**config.mk**
```make
export PLATFORM = sky130hd
export DESIGN_NAME = result_streamer
export DESIGN_NICKNAME = d
export VERILOG_FILES = /design/src/rtl/result_streamer.sv
export SDC_FILE = /design/constraint.sdc
export NUM_CORES = 1
export LEC_CHECK = 0
export CORE_MARGIN = 2
export CORE_UTILIZATION = 37
export CTS_CLUSTER_SIZE = 16
export DETAILED_ROUTE_END_ITERATION = 8
export PLACE_DENSITY = 0.65
export SYNTH_ARGS = -nofsm -noshare
export SYNTH_HDL_FRONTEND = slang
export SYNTH_SLANG_ARGS = --single-unit
```
**constraint.sdc**
```tcl
create_clock -name clk -period 8.8 [get_ports clk]
set_input_delay 1.32 -clock clk [delete_from_list [all_inputs] [get_ports clk]]
set_output_delay 1.32 -clock clk [all_outputs]
set_load 0.02 [all_outputs]
```
**src/rtl/result_streamer.sv**
```systemverilog
// Streams a 4-byte size header plus the downscaled image bytes read from memory.
// Define RESULT_STREAMER_COUNTERS_EN to append six performance-counter bytes.
module result_streamer #(
    parameter logic [15:0] OUT_BASE = 16'h4000,
    parameter logic [15:0] CNT_BASE = 16'hFFF8
) (
    input  logic        clk,
    input  logic        rst,
    input  logic        start,
    input  logic [15:0] cfg_width,
    input  logic [15:0] cfg_height,
    output logic        busy,
    output logic        done,
    output logic        mem_re,
    output logic [15:0] mem_addr,
    input  logic [7:0]  mem_data_in,
    output logic [7:0]  m_data,
    output logic        m_valid,
    output logic        m_last,
    input  logic        m_ready
);

`ifdef RESULT_STREAMER_COUNTERS_EN
    localparam bit CNT_EN = 1'b1;
    typedef enum logic [3:0] {
        IDLE, HDR, RD_REQ, RD_WAIT, PIX_OUT,
        CNT_REQ, CNT_WAIT, CNT_OUT, FIN
    } state_t;
    logic [2:0] cnt_idx_q;
`else
    localparam bit CNT_EN = 1'b0;
    typedef enum logic [3:0] {
        IDLE, HDR, RD_REQ, RD_WAIT, PIX_OUT, FIN
    } state_t;
`endif

    state_t      state_q;
    logic [15:0] out_w_q, out_h_q, npix_q, pix_idx_q;
    logic [1:0]  hdr_idx_q;

    logic [15:0] w_in_d, h_in_d, npix_in_d;
    logic [7:0]  hdr_nxt_d;
    logic        pix_last_d;
    logic        unused_bits;

    assign w_in_d     = {1'b0, cfg_width[15:1]};
    assign h_in_d     = {1'b0, cfg_height[15:1]};
    assign npix_in_d  = w_in_d * h_in_d;
    assign pix_last_d = (pix_idx_q == npix_q - 16'd1);

`ifdef RESULT_STREAMER_COUNTERS_EN
    assign unused_bits = cfg_width[0] ^ cfg_height[0];
`else
    assign unused_bits = ^{cfg_width[0], cfg_height[0], CNT_BASE};
`endif

    // Header byte that follows the one currently presented.
    always_comb begin
        hdr_nxt_d = out_w_q[7:0];
        case (hdr_idx_q)
            2'd0:    hdr_nxt_d = out_w_q[15:8];
            2'd1:    hdr_nxt_d = out_h_q[7:0];
            2'd2:    hdr_nxt_d = out_h_q[15:8];
            default: hdr_nxt_d = out_w_q[7:0];
        endcase
    end

    always_ff @(posedge clk) begin
        if (rst) begin
            state_q   <= IDLE;
            busy      <= 1'b0;
            done      <= 1'b0;
            mem_re    <= 1'b0;
            mem_addr  <= 16'd0;
            m_data    <= 8'd0;
            m_valid   <= 1'b0;
            m_last    <= 1'b0;
            out_w_q   <= 16'd0;
            out_h_q   <= 16'd0;
            npix_q    <= 16'd0;
            pix_idx_q <= 16'd0;
            hdr_idx_q <= 2'd0;
`ifdef RESULT_STREAMER_COUNTERS_EN
            cnt_idx_q <= 3'd0;
`endif
        end else begin
            mem_re <= 1'b0;
            unique case (state_q)
                IDLE: if (start) begin
                    state_q   <= HDR;
                    busy      <= 1'b1;
                    done      <= 1'b0;
                    out_w_q   <= w_in_d;
                    out_h_q   <= h_in_d;
                    npix_q    <= npix_in_d;
                    pix_idx_q <= 16'd0;
                    hdr_idx_q <= 2'd0;
`ifdef RESULT_STREAMER_COUNTERS_EN
                    cnt_idx_q <= 3'd0;
`endif
                    m_data    <= w_in_d[7:0];
                    m_valid   <= 1'b1;
                    m_last    <= 1'b0;
                end
                HDR: if (m_ready) begin
                    if (hdr_idx_q == 2'd3) begin
                        m_valid <= 1'b0;
                        m_last  <= 1'b0;
                        if (npix_q != 16'd0) begin
                            state_q  <= RD_REQ;
                            mem_re   <= 1'b1;
                            mem_addr <= OUT_BASE;
                        end else begin
`ifdef RESULT_STREAMER_COUNTERS_EN
                            state_q  <= CNT_REQ;
                            mem_re   <= 1'b1;
                            mem_addr <= CNT_BASE;
`else
                            state_q  <= FIN;
`endif
                        end
                    end else begin
                        hdr_idx_q <= hdr_idx_q + 2'd1;
                        m_data    <= hdr_nxt_d;
                        m_last    <= (hdr_idx_q == 2'd2) &&
                                     (npix_q == 16'd0) && !CNT_EN;
                    end
                end
                RD_REQ: state_q <= RD_WAIT;
                RD_WAIT: begin
                    state_q <= PIX_OUT;
                    m_data  <= mem_data_in;
                    m_valid <= 1'b1;
                    m_last  <= pix_last_d && !CNT_EN;
                end
                PIX_OUT: if (m_ready) begin
                    m_valid   <= 1'b0;
                    m_last    <= 1'b0;
                    pix_idx_q <= pix_idx_q + 16'd1;
                    if (!pix_last_d) begin
                        state_q  <= RD_REQ;
                        mem_re   <= 1'b1;
                        mem_addr <= OUT_BASE + pix_idx_q + 16'd1;
                    end else begin
`ifdef RESULT_STREAMER_COUNTERS_EN
                        state_q  <= CNT_REQ;
                        mem_re   <= 1'b1;
                        mem_addr <= CNT_BASE;
`else
                        state_q  <= FIN;
`endif
                    end
                end
`ifdef RESULT_STREAMER_COUNTERS_EN
                CNT_REQ: state_q <= CNT_WAIT;
                CNT_WAIT: begin
                    state_q <= CNT_OUT;
                    m_data  <= mem_data_in;
                    m_valid <= 1'b1;
                    m_last  <= (cnt_idx_q == 3'd5);
                end
                CNT_OUT: if (m_ready) begin
                    m_valid <= 1'b0;
                    m_last  <= 1'b0;
                    if (cnt_idx_q == 3'd5) begin
                        state_q <= FIN;
                    end else begin
                        state_q   <= CNT_REQ;
                        cnt_idx_q <= cnt_idx_q + 3'd1;
                        mem_re    <= 1'b1;
                        mem_addr  <= CNT_BASE + {13'd0, cnt_idx_q} + 16'd1;
                    end
                end
`endif
                FIN: begin
                    state_q <= IDLE;
                    busy    <= 1'b0;
                    done    <= 1'b1;
                end
                default: state_q <= IDLE;
            endcase
        end
    end

endmodule
```
* Word-level counts from Yosys, hierarchy flattened
Cells that the tools add are included.
** Word-level totals
- Memory bits (writable) :: 0
- Memories :: 0
- ROM bits :: 0
- Register bits after elaboration :: 97
- Logic and storage cells :: 97
- Bits in latches :: 0
- Bits of input ports :: 44
- Output and inout port bits :: 29
** Operators by class
- Mux-type cells :: 42
- Reductions and logical operators :: 20
- Add/subtract/negate cells :: 5
- Divide/modulo/power cells :: 0
- Eq/ne operators :: 16
- Bitwise gates (word level) :: 0
- Shifts and indexed selects :: 0
- Multipliers :: 1
- Magnitude comparators :: 0
** Operators with widths (count)
- two-way mux 16 bit :: 7
- one-hot mux 16 bit (2 select lines) :: 2
- one-hot mux 8 bit (3 select lines) :: 2
- adder 16 x 1 -> 16 bit (second input constant) :: 2
- two-way mux 8 bit :: 3
- one-hot mux 4 bit (5 select lines) :: 1
- adder 15 x 16 -> 16 bit (first input constant) :: 1
- equality test 16 bit :: 1
- zero test 16 bit :: 1
- multiplier 15 x 15 -> 16 bit :: 1
- two-way mux 4 bit :: 4
- AND reduction 4 bit :: 4
- nonzero test 16 bit :: 1
- subtractor 16 x 1 -> 16 bit (second input constant) :: 1
- inequality test 2 bit (second input constant) :: 7
- two-way mux 1 bit :: 12
- equality test 4 x 2 -> 1 bit (second input constant) :: 2
- equality test 4 x 3 -> 1 bit (second input constant) :: 2
- one-hot mux 1 bit (4 select lines) :: 2
- nonzero test 2 bit :: 4
- two-way mux 2 bit :: 3
- two-way mux 3 bit :: 2
- one-hot mux 1 bit (2 select lines) :: 3
- AND reduction 6 bit :: 1
- other kinds (13) :: 15

* Longest topological paths before layout
Gate-level depths: netlist of run 1.
- Depth in word-level cells :: 5
- Mapped depth :: 21
- Gate-level depth less buffers :: 20

* Least setup slack after synthesis of run 1
Ideal clock, no wire load.
- Path type :: input port to flip-flop
- Start point :: in cfg_height[6]
- End point :: reg npix_q[14]
- Arrival time :: 6222 ps
- Stages :: 19
- Path buffers :: 1
- Library setup time :: 70 ps
- Slack :: 2507 ps
- Required time :: 8730 ps
- Path through :: clkbuf_1 -> and2_1 -> fa_1 -> inv_1 -> fa_1 -> inv_1 -> fa_1 -> fa_1 -> fa_1 -> inv_1 -> fa_1 -> inv_1 -> ha_1 -> nand3_1 -> or4_1 -> a31oi_1 -> xor2_1 -> nand2_1 -> a21oi_1
** Between the ends
- Longest elaborated chain between the ends :: 1
** RTL lines
- start: declaration :: RTL line 11 : input logic [15:0] cfg_height,
- multiplier 15 x 15 -> 16 bit :: RTL line 48 : assign npix_in_d = w_in_d * h_in_d;
- end signal: assignment :: RTL line 95 : npix_q <= npix_in_d;
- end: declaration :: RTL line 38 : logic [15:0] out_w_q, out_h_q, npix_q, pix_idx_q;
No other way between the ends.
A chain may end at the register's enable or synchronous reset.

* Worst setup path in the final report of run 1
- Start point :: in cfg_width[2]
- End point :: reg npix_q[15]
** Between the ends
- Longest elaborated chain between the ends :: 1
** RTL lines
- start: declaration :: RTL line 10 : input logic [15:0] cfg_width,
- multiplier 15 x 15 -> 16 bit :: RTL line 48
No other way between the ends.

==> results of run 1 <==
## synth_stat cells, types with 6 or more instances
| cell | number | area, um^2 |
|---|---|---|
| sky130_fd_sc_hd__xor2_1 | 25 | 219.0 |
| sky130_fd_sc_hd__nand2_1 | 207 | 777.0 |
| sky130_fd_sc_hd__inv_1 | 112 | 420.4 |
| sky130_fd_sc_hd__a21oi_1 | 101 | 505.5 |
| sky130_fd_sc_hd__o211ai_1 | 7 | 52.55 |
| sky130_fd_sc_hd__nand3_1 | 11 | 55.05 |
| sky130_fd_sc_hd__ha_1 | 50 | 625.6 |
| sky130_fd_sc_hd__xnor2_1 | 44 | 385.4 |
| sky130_fd_sc_hd__a222oi_1 | 7 | 70.07 |
| sky130_fd_sc_hd__clkbuf_1 | 53 | 198.9 |
| sky130_fd_sc_hd__nand3b_1 | 6 | 45.04 |
| sky130_fd_sc_hd__dfxtp_1 | 96 | 1922 |
| sky130_fd_sc_hd__and3_1 | 8 | 50.05 |
| sky130_fd_sc_hd__and2_1 | 72 | 450.4 |
| sky130_fd_sc_hd__nor3_1 | 19 | 95.09 |
| sky130_fd_sc_hd__o21ai_0 | 15 | 75.07 |
| sky130_fd_sc_hd__mux2i_1 | 11 | 110.1 |
| sky130_fd_sc_hd__nor2_1 | 60 | 225.2 |
| sky130_fd_sc_hd__a31oi_1 | 9 | 56.30 |
| sky130_fd_sc_hd__fa_1 | 81 | 1622 |
## through the flow
stage / total power (W) / area (um^2) / cells / util, % / hold slack, ns
4_1_cts: 0.002950 / 9846 / 1425 / 42.32 / 0.4520
2_1_floorplan: 0.002049 / 8680 / 1075 / - / 0.4319
3_3_place_gp: 0.002485 / 9524 / 1409 / 40.94 / 0.4393
5_1_grt: 0.003243 / 9846 / 1425 / 42.32 / 0.4634
3_5_place_dp: 0.002508 / 9524 / 1409 / 40.94 / 0.4443
6_report: 0.002939 / 9846 / 1425 / 42.32 / 0.4491
## worst paths after layout
path / endpoint / cells past startpoint
setup / recovery: npix_q[15]$_SDFFE_PP0P_ / 18
hold / removal: mem_addr[3]$_SDFFE_PP0P_ / 2
setup reg to reg: mem_addr[11]$_SDFFE_PP0P_ / 10
hold reg to reg: mem_addr[3]$_SDFFE_PP0P_ / 2
## kinds of logic (layout without fill, tap and decap cells)
kind of cell | Yosys count | count (layout) | synth area share (%)
XOR/XNOR | 71 | 71 | 7.482
AO/OA/AOI/OAI | 170 | 170 | 11.81
multiplexers | 12 | 12 | 1.398
adder cells (fa/ha/maj) | 131 | 131 | 25.89
AND/OR/NAND/NOR | 422 | 422 | 22.86
flip-flops | 96 | 96 | 22.14
buffers and inverters | 173 | 204 | 8.419
## metal layers
metal	up-vias	part of all wire, %
li1	3521	-
met1	3547	45
met2	133	50
met3	27	3.4
met4	0	1.6
met5	-	0
## cell type report
cell class / instances / area (um^2)
multi-input combinational: 806 / 6042
tap: 319 / 399.1
clock inverter: 6 / 92.59
fill: 2432 / 13420
inverter: 112 / 420.4
sequential: 96 / 1922
timing repair buffer: 76 / 740.7
clock buffer: 10 / 229.0
## sequential cells by signal (all words and copies together), names as in the netlist
register   flops
out_h_q       15
busy           1
mem_re         1
state_q        3
pix_idx_q     16
npix_q        16
m_last         1
m_data         8
m_valid        1
done           1
out_w_q       15
hdr_idx_q      2
mem_addr      16
## critical path, stage by stage
cell and delay, ns:
sky130_fd_sc_hd__clkdlybuf4s50_1 1.01, sky130_fd_sc_hd__nand2_1 0.16, sky130_fd_sc_hd__fa_1 0.54, sky130_fd_sc_hd__inv_1 0.05, sky130_fd_sc_hd__fa_1 0.52, sky130_fd_sc_hd__fa_1 0.55, sky130_fd_sc_hd__inv_1 0.06, sky130_fd_sc_hd__fa_1 0.50
sky130_fd_sc_hd__fa_1 0.53, sky130_fd_sc_hd__fa_1 0.46, sky130_fd_sc_hd__xnor2_1 0.15, sky130_fd_sc_hd__xnor2_1 0.18, sky130_fd_sc_hd__xnor2_1 0.16, sky130_fd_sc_hd__xnor2_1 0.17, sky130_fd_sc_hd__xnor3_1 0.49, sky130_fd_sc_hd__xnor2_1 0.24
sky130_fd_sc_hd__nand2_1 0.08, sky130_fd_sc_hd__a21oi_1 0.15
## power by group through the flow
| stage | logic, W | registers [W] | clock network, W |
|---|---|---|---|
| 6_report | 0.00194 | 0.000570 | 0.000429 |
| 2_1_floorplan | 0.00148 | 0.000573 | 0 |
| 3_3_place_gp | 0.00191 | 0.000577 | 0 |
| 4_1_cts | 0.00194 | 0.000570 | 0.000436 |
| 5_1_grt | 0.00221 | 0.000580 | 0.000457 |
| 3_5_place_dp | 0.00193 | 0.000580 | 0 |
==> reports/summary.md, run 1 <==
The flow ran to the end, and the final reports show no timing, DRC or antenna violations. The overflow left after global routing came out at 0. Yosys mapped a number of flops with a built-in enable equal to 0.

The transition time at the pin with the least slew margin is 1.104 ns, and the post-route DRC violation count is 0. met2 is the most crowded layer. For the standard-cell row count, the log shows 56. The library cell used most frequently in the layout, excluding fill and tap cells, is sky130_fd_sc_hd__nand2_1.

The yosys synthesis warning count is 0. For this design the static power due to leakage is 4.155 nW. The wire-length estimate of the detail-placed layout is 15,570 um. After synthesis, flip-flops and latches occupy 22.14% of the total area. The final clock skew is 0.01102 ns, and the count of different cell masters after synthesis is 61.

Once detail routing completed, the nets flagged for antenna violations numbered 0. The run gives 1.742 ns as the final worst setup slack. For the final count of hold timing violations, the log shows 0. In this run the vertical extent of the chip is 157.2 um. Max-cap violations in this run came to 0.

STA classifies the critical path startpoint as an input pin. When the netlist entered floorplanning its net count stood at 1,250. Based on the critical path, the design can be clocked at up to 141.7 MHz. The area of the mapped netlist was 8680 um^2. The setup slack of the most critical reg-to-reg path was 5.08 ns. The worst hold path begins at mem_addr[3]$_SDFFE_PP0P_. The latest clock arrival within the worst-skew pair was 0.35 ns; the average instance area after synthesis was 8.074 um^2. The run gives 0 as the count of instances resized after the clock tree is built.

Compared with the post-synthesis result, the final layout area differs by 13.44%. The total global-route track usage is 17.72%. The die extent in x is 157.2 um. Of the available clock period, the critical path in the final layout requires 80.21%.

The global routing usage on met1 came out at 23.06%. Class of the tightest hold or removal check: flip-flop to flip-flop. The internal power of the cells totals 0.001609 W. The source of the critical timing path is cfg_width[2]. First-pass GRT wire length: 35,100 um. The critical setup path kind was input pin to flip-flop. Clock-pin slew was measured on the worst setup and hold paths at 0.07 ns.

The analysis attributes to net switching a power of 0.001329 W. At the worst endpoint, the required time is 9.07 ns. The initial antenna violation count came out at 0. The run gives 30.88% as the met2 layer usage reported by global route. STA classifies the critical path endpoint as a flip-flop. The via count of the first global-routing pass was 7,088; the post-synthesis async set-or-reset flop share was 0%. The tools report the met3 demand-to-capacity share in global routing as 2.423%.

The overall via count from detail_route came out at 7,228. The logs give 0 for the post-CTS repair timing setup buffer count and 21,260 um for the total detailed-routing wirelength. The floorplan step defined a core boundary enclosing 23,260 um^2.

The clock passes through at most 2 buffers. The tools report the count of inserted antenna diode cells as 0. The combinational group share of total power is 66.0%. The startpoint of the lowest-slack register-to-register path was npix_q[0]$_SDFFE_PP0P_. Setup repair after global routing left no endpoint under its margin.

The post-synthesis register bit count is 96, and the effective utilization at floorplan is 37.31%. TritonCTS created 9 clock buffers. The tools report the final-layout setup total negative slack as 0 ns.

Cell at the root of the clock tree: sky130_fd_sc_hd__clkbuf_16. The post-route netlist has 3.255% of its cells at a drive strength greater than 1. In the layout the commonest cells are sky130_fd_sc_hd__nand2_1, sky130_fd_sc_hd__inv_1, sky130_fd_sc_hd__a21oi_1. CTS built an H-tree with a depth of 3. The highest ir drop seen on vdd was 0.0001657 V; the count of pins on the block boundary was 73. Share of power burned in the clock network: 14.6%.

Data on the critical path arrives at its endpoint at 7.33 ns. At the end of the flow, the number of nets in the layout was 1,276. The pre-antenna-repair detailed-routing pass consisted of 5 iterations. TritonCTS built the clock tree. In this run the worst path has a maximum fanout of 17. Number of slew-limit violations in the final report: 0. In this run switching power makes up 45.24% of total power. The die area came out at 24,700 um^2.

The areal power density over the cells was 298.5 nW/um^2. The proportion of power drawn by flip-flops and latches is 19.4%, and the vias per cell is 5.072. The worst setup slack before clock tree synthesis was 1.440 ns; the number of clock sinks was 96. After the first detailed-routing iteration, the DRC count stood at 477. Entering global routing, the biggest net connects 98 pins. The count of buffers added on input and output ports is 70. Setup violations remaining at the end of the flow were counted as 0. In the synthesized netlist, the number of instances is 1,075.

The congestion estimate from routability-driven global placement came to 0.8574. The max-slew headroom at the worst pin is 25.84%, and the shortest clock period the worst path allows after layout is 7.058 ns. For this run, the leading register cell type out of synthesis is sky130_fd_sc_hd__dfxtp_1. The average wire per cell in the routed design came out at 14.92 um. Buffers inserted to repair hold after CTS numbered 0.
Power figures use the tool's default switching activity.
==> run 2: changes to the inputs <==
==> constraint.sdc (replaced) <==
create_clock -name clk -period 7.22 [get_ports clk]
set_input_delay 1.083 -clock clk [delete_from_list [all_inputs] [get_ports clk]]
set_output_delay 1.083 -clock clk [all_outputs]
set_load 0.02 [all_outputs]
==> run 2 against run 1 <==
  * Via count decreased by 0.46%
  * Global-route usage down 0.17 points
  * Die area unchanged
  * Wire length fell by 0.97%
  * Highest routed layer unchanged
==> reports/summary.md, run 2 (synthesis results as in run 1) <==
The critical path is of the input pin to flip-flop type. For the worst setup path, the data required time is 7.49 ns. The vias per cell is 4.993.

The placer congestion estimate came out at 0.8579. The initial antenna violation count was 0; the worst path arrival time was 6.84 ns. The overall via count from detail_route was 7,195.

The run gives 7,050 as the via count of the first global-routing pass. Summed over all layers, the global routing overflow is 0. For the setup slack of the most critical reg-to-reg path, the log shows 3.47 ns. The cell depth of the worst flop-to-flop path is 10. In this run switching power makes up 45.55% of total power. The highest achievable clock rate is 152.2 MHz.

For the number of hold buffers added after CTS, the log shows 0. The final critical-path share of the clock period came out at 91.00%. Effective utilization at floorplan: 37.31%.

The count of max-cap constraint violations is 0. The number of H-tree branching levels is 3, and the cell count of the worst hold path is 2. The run gives 14.1% as the share of power burned in the clock network. The tools report the startpoint kind of the worst setup timing path as an input pin. TritonCTS built the clock tree. The cell internal power dissipation is 0.001927 W, and the post-CTS repair timing setup buffer count is 0. The tightest min-delay check is of the flip-flop to flip-flop type.

Along the worst path, the maximum fanout reaches 7. In the final layout, the multi-input gates occupy 6042 um^2. Post-layout net count: 1,292. For this design the ratio of total power to cell area is 355.8 nW/um^2. The total area inside the core boundary comes to 23,260 um^2.

The storage element area was 1922 um^2; the count of input and output buffers was 70. The worst-case IR drop observed on VDD is 0.0002846 V. In this run the vertical extent of the chip is 157.2 um. At the placement stage, the worst setup path has a slack of 0.2717 ns. Clock-pin slew was measured on the worst setup and hold paths at 0.07 ns.

The first global-routing pass estimated 35,070 um of wire. Per report_power, the sequential group accounts for 19.8% of the total. The initialized floorplan defines 56 standard-cell rows. The clock passes through at most 2 buffers. In the final layout, the share of cells above drive strength 1 is 4.635%.

The analysis attributes to net switching a power of 0.001612 W. Adding up every negative setup slack in the final design gives 0 ns. Entering global routing, the biggest net connects 58 pins. In this run the count of I/O pins placed on the die edge is 73. The post-route DRC violation count came out at 0. For the final HPWL from detailed placement, the log shows 15,920 um. The count of inserted antenna diode cells is 0, and the iteration-0 DRC count of the detailed router is 433. The largest registers in the layout are mem_addr (16), npix_q (16), pix_idx_q (16). The average wire per cell in the routed design was 14.61 um; the number of clock sinks was 96.

After detailed routing, the total wire length is 21,050 um. The routed design could run at a clock period as short as 6.571 ns. The number of fill cells in the layout is 2,430. Cell at the root of the clock tree: sky130_fd_sc_hd__clkbuf_16. Setup repair after global routing left no endpoint under its margin.

The final count of hold timing violations is 0, and the total global-route track usage is 17.56%. The pre-antenna-repair detailed-routing pass consisted of 5 iterations. For this design the static power due to leakage is 4.226 nW. The run gives 24,700 um^2 as the die area. The number of gates resized after CTS was 0. The die is 157.2 um wide. The tools report the end of the worst hold path as mem_addr[2]$_SDFFE_PP0P_.

Relative to the synthesized area, the layout overhead comes to 14.63%. The library cell used most frequently in the layout, excluding fill and tap cells, is sky130_fd_sc_hd__nand2_1. The tools report the source of the worst hold timing path as mem_addr[2]$_SDFFE_PP0P_. The worst register-to-register path begins at npix_q[0]$_SDFFE_PP0P_. The detail route stage leaves a number of antenna-violating nets equal to 0. Measured against its own limit, the worst slew margin works out to 27.83%. The worst setup path is captured at a flip-flop. The run finished with clean final reports. Clock tree synthesis inserted a total of 9 buffers. The tools report the final clock skew as 0.006679 ns. The later pin in the worst-skew pair is clocked with a latency of 0.35 ns.

The run gives 0.6495 ns as the final worst setup slack. At the pin with the least slew margin, the transition time is 1.083 ns. Of the total power, combinational logic draws 66.1%. The endpoint identified for the worst register-to-register timing path is mem_addr[4]$_SDFFE_PP0P_. Number of slew-limit violations in the final report: 0.

Setup violations remaining at the end of the flow were counted as 0. In the layout the commonest cells are sky130_fd_sc_hd__nand2_1, sky130_fd_sc_hd__inv_1, sky130_fd_sc_hd__a21oi_1.
-- run 2: per-layer routing --
| layer | global-route usage (%) | wire, um | up-vias |
|---|---|---|---|
| li1 | - | - | 3560 |
| met1 | 23.38 | 9694 | 3489 |
| met2 | 30.42 | 10390 | 125 |
| met3 | 2.450 | 729 | 21 |
| met4 | 3.593 | 236 | 0 |
| met5 | 0 | 0 | - |
-- run 2: area by class of cell --
| type | instances | area share [%] |
|---|---|---|
| clock inverter | 6 | 0.7671 |
| timing repair buffer | 92 | 8.652 |
| tap | 319 | 4.012 |
| sequential | 96 | 19.32 |
| multi-input combinational | 806 | 60.73 |
| clock buffer | 10 | 2.301 |
| inverter | 112 | 4.225 |
-- run 2: worst max path at each step --
stage                  start                 endpoint  slack [ns]
6_report        cfg_width[7]  npix_q[14]$_SDFFE_PP0P_        0.65
5_1_grt         cfg_width[7]  npix_q[14]$_SDFFE_PP0P_        0.37
4_1_cts         cfg_width[7]  npix_q[14]$_SDFFE_PP0P_        0.63
3_5_place_dp    cfg_width[7]  npix_q[14]$_SDFFE_PP0P_        0.27
3_3_place_gp    cfg_width[7]  npix_q[14]$_SDFFE_PP0P_        0.31
2_1_floorplan  cfg_height[6]  npix_q[14]$_SDFFE_PP0P_        1.16
-- run 2: power groups by stage --
stage | Clock [W] | Combinational (W) | Sequential [W]
2_1_floorplan | 0 | 0.00180 | 0.000698
3_3_place_gp | 0 | 0.00230 | 0.000711
3_5_place_dp | 0 | 0.00233 | 0.000713
4_1_cts | 0.000504 | 0.00235 | 0.000701
5_1_grt | 0.000528 | 0.00267 | 0.000714
6_report | 0.000499 | 0.00234 | 0.000701
-- run 2: metrics by stage --
step           std cells  hold slack, ns  utilization (%)  area [um^2]  total power, W
4_1_cts             1441          0.4560            42.77         9950        0.003555
2_1_floorplan       1075          0.4319                -         8680        0.002498
3_5_place_dp        1425          0.4459            41.46         9644        0.003045
5_1_grt             1441          0.4682            42.77         9950        0.003911
3_3_place_gp        1425          0.4395            41.46         9644        0.003010
6_report            1441          0.4568            42.77         9950        0.003540
-- run 2: worst max-delay path, stage by stage --
cell,delay (ns)
sky130_fd_sc_hd__clkdlybuf4s50_1,0.66
sky130_fd_sc_hd__and2_1,0.28
sky130_fd_sc_hd__fa_1,0.53
sky130_fd_sc_hd__inv_1,0.05
sky130_fd_sc_hd__fa_1,0.52
sky130_fd_sc_hd__inv_1,0.05
sky130_fd_sc_hd__fa_1,0.52
sky130_fd_sc_hd__fa_1,0.45
sky130_fd_sc_hd__fa_1,0.55
sky130_fd_sc_hd__inv_1,0.05
sky130_fd_sc_hd__fa_1,0.53
sky130_fd_sc_hd__inv_1,0.05
sky130_fd_sc_hd__ha_1,0.37
sky130_fd_sc_hd__nand3_1,0.09
sky130_fd_sc_hd__or4_1,0.43
sky130_fd_sc_hd__a31oi_1,0.18
sky130_fd_sc_hd__xor2_1,0.19
sky130_fd_sc_hd__nand2_1,0.07
sky130_fd_sc_hd__a21oi_1,0.15
==> run 3: changes to the inputs <==
--- a/config.mk
+++ b/config.mk
@@ -5,7 +5,7 @@
 export SDC_FILE = /design/constraint.sdc
 export NUM_CORES = 1
 export LEC_CHECK = 0
-export CORE_MARGIN = 2
+export CORE_MARGIN = 4
 export CORE_UTILIZATION = 37
 export CTS_CLUSTER_SIZE = 16
 export DETAILED_ROUTE_END_ITERATION = 8
==> run 3 against run 2 <==
  * First-iteration DRC count grew 37%
  * Critical endpoint is now npix_q[15]$_SDFFE_PP0P_
  * Maximum frequency is 0.86% higher
  * Worst hold slack got worse by 0.0048 ns
==> reports/summary.md, run 3 (synthesis results as in run 1) <==
The critical setup path kind was input pin to flip-flop. The average wire per cell in the routed design is 14.88 um, and the max-slew headroom at the worst pin is 31.32%. Shortest clock period the worst path allows after layout: 6.514 ns. No sink is reached through more buffers than the 2 on the longest clock path. After detailed placement, the total cell area comes to 9652 um^2.

The run gives 55 as the standard-cell row count. Number of clock sinks: 96. The multi-input combinational cells in the finished layout cover a total of 6042 um^2. The kind of cell with the highest combined delay along the critical path is adder cells.

In the routed layout, each cell is associated on average with a via count of 5.083. The first-pass GRT wire length came out at 36,210 um. The H-tree was split into 3 levels. In the final design database the tool counted 1,294 nets.

The startpoint identified for the worst hold timing path is mem_addr[2]$_SDFFE_PP0P_. Detailed routing placed a total of 10,260 um of wire on met2. The run gives 6.78 ns as the worst path arrival time.

Counting cells, the worst reg-to-reg path comes to 10. The setup slack of the most critical reg-to-reg path is 3.53 ns. For the met1 wire length, the log shows 9875 um.

The run finished with clean final reports. The areal power density over the cells was 354.5 nW/um^2; the critical path depth was 18. In the layout the commonest cells are sky130_fd_sc_hd__nand2_1, sky130_fd_sc_hd__inv_1, sky130_fd_sc_hd__a21oi_1.

On the final layout, the worst clock skew is 0.01030 ns. Setup slack on the critical path of the routed design comes to 0.7058 ns. Measured along the y axis, the die boundary spans 161.2 um. The tools report the overflow left after global routing as 0.

The worst register-to-register path begins at npix_q[0]$_SDFFE_PP0P_. For this block, the routed nets add up to 21,380 um of wire. The cell repeated most along the worst path was sky130_fd_sc_hd__fa_1.

For the count of pins on the block boundary, the log shows 73. After clock tree synthesis, the repair step resized 0 gates. Summed over all cells, the static leakage comes to 4.230 nW. After clock tree synthesis, the flow added hold-fix buffers numbering 0. Count of input and output buffers: 70. Data on the critical path is required at its endpoint by 7.48 ns. The iteration-0 DRC count of the detailed router is 595.

Capture point of the critical path: npix_q[15]$_SDFFE_PP0P_. The finished cells cover 9950 um^2. The detail route stage leaves a number of antenna-violating nets equal to 0. The slowest library cell on the worst path was sky130_fd_sc_hd__clkdlybuf4s50_1. The capturing point of the worst reg2reg path was mem_addr[3]$_SDFFE_PP0P_.

At the placement stage, the worst setup path has a slack of 0.3395 ns. After detailed routing, the number of remaining DRC violations is 0. The pre-antenna-repair detailed-routing pass consisted of 5 iterations.

The tools report the overall via count from detail_route as 7,304. Summed over all nets, wire length on met3 after detailed routing comes to 921 um. The die area is 25,970 um^2. The class of the tightest hold or removal check is flip-flop to flip-flop.

The final-layout setup total negative slack was 0 ns. For the via count of the first global-routing pass, the log shows 7,297. Once the floorplan was initialized, standard cells occupied 37.99% of the core. The logs give 0.0002081 V for the highest ir drop seen on vdd and 2,371 for the number of fill cells in the layout. The number of slew-limit violations in the final report was 0; the total global-route track usage was 16.87%. The die is 161.2 um wide. The post-CTS repair timing setup buffer count is 0, and the register clock-pin slew on the reported worst setup and hold paths is 0.07 ns. The highest signal layer in the routed design is met4. At the later pin of the worst-skew pair, clock insertion delay measures 0.35 ns. The run gives 0 as the final count of hold timing violations. Setup violations remaining at the end of the flow were counted as 0. Summed over all nets, the half-perimeter wirelength after detailed placement is 15,920 um.

The initial antenna violation count is 0, and the count of inserted antenna diode cells is 0. The area of the core came out at 22,850 um^2. STA classifies the critical path endpoint as a flip-flop. The fraction of final layout cells with drive strength greater than 1 is 4.715%. The area growth from synthesis to layout works out to 14.63%. The count of buffering cells on the critical path with inverters included came out at 3. The source of the critical timing path was cfg_width[3]. The tools report the count of max-cap constraint violations as 0. The cell sitting at the root of the clock tree is a sky130_fd_sc_hd__clkbuf_16. TritonCTS built the clock tree. In this run the worst path has a maximum fanout of 9. The tools report the placer congestion estimate as 0.8416. After layout, the worst path uses 90.22% of the clock period. Leading cell type in the layout, fill and taps excluded: sky130_fd_sc_hd__nand2_1. The tools report the TritonCTS buffer count as 9.

In this design, the stage delay of the slowest critical-path cell is 0.79 ns. In the final layout, the registers with the most flip-flops are mem_addr (16), npix_q (16), pix_idx_q (16). Walking the worst path, the cells encountered are clkdlybuf4s50_1, nand2_1, fa_1, inv_1, fa_1, fa_1, inv_1, fa_1, fa_1, fa_1, xnor2_1, xnor2_1, xnor2_1, xnor2_1, xnor3_1, xnor2_1, nand2_1, a21oi_1. Storage element area: 1922 um^2. The startpoint kind of the worst setup timing path was an input pin.

Based on the critical path, the design can be clocked at up to 153.5 MHz. Setup repair after global routing left no endpoint under its margin. Entering global routing, the biggest net connects 98 pins. For the pin with the worst max-slew slack, the measured transition is 1.030 ns.
-- run 3: metal layers --
layer	track usage [%]	vias up
met1	22.78	3550
met3	2.245	24
li1	-	3563
met5	0	-
met4	3.412	0
met2	29.13	167
-- run 3: stage by stage --
step / hold WS, ns / cells / util (%) / total power, W
floorplan: 0.4319 / 1075 / - / 0.002498
global placement: 0.4392 / 1421 / 42.25 / 0.003028
detailed placement: 0.4463 / 1421 / 42.25 / 0.003068
CTS: 0.4564 / 1437 / 43.55 / 0.003567
global route: 0.4702 / 1437 / 43.55 / 0.003902
finish: 0.4521 / 1437 / 43.55 / 0.003527
-- run 3: worst min-delay path by stage --
stage	slack, ns	endpoint	cells after the start
floorplan	0.43	out_h_q[7]$_SDFFE_PP0P_	2
global placement	0.44	out_w_q[0]$_SDFFE_PP0P_	2
detailed placement	0.45	out_w_q[10]$_SDFFE_PP0P_	2
CTS	0.46	out_w_q[10]$_SDFFE_PP0P_	2
global route	0.47	mem_addr[4]$_SDFFE_PP0P_	2
finish	0.45	mem_addr[2]$_SDFFE_PP0P_	2
-- run 3: worst reg2reg max path: cells and delay by family (launching register included) --
| family | cells | cell delay, ns |
|---|---|---|
| AOI/OAI and AO/OA | 5 | 1.84 |
| DFF | 1 | 0.37 |
| adders and majority gates | 1 | 0.18 |
| buffers and inverters | 1 | 0.10 |
| and+or+nand+nor | 3 | 1.03 |
-- run 3: area by class of cell --
type | count | share of cell area, %
inverter | 112 | 4.225
sequential | 96 | 19.32
multi-input combinational | 806 | 60.73
clock inverter | 5 | 0.6539
clock buffer | 11 | 2.339
tap | 313 | 3.936
timing repair buffer | 94 | 8.803
-- run 3: power by group --
group	total [W]	internal, W	switching [W]
combinational	0.00234	0.00105	0.00129
sequential	0.000701	0.000613	0.0000876
clock	0.000487	0.000272	0.000215
total	0.00353	0.00194	0.00159
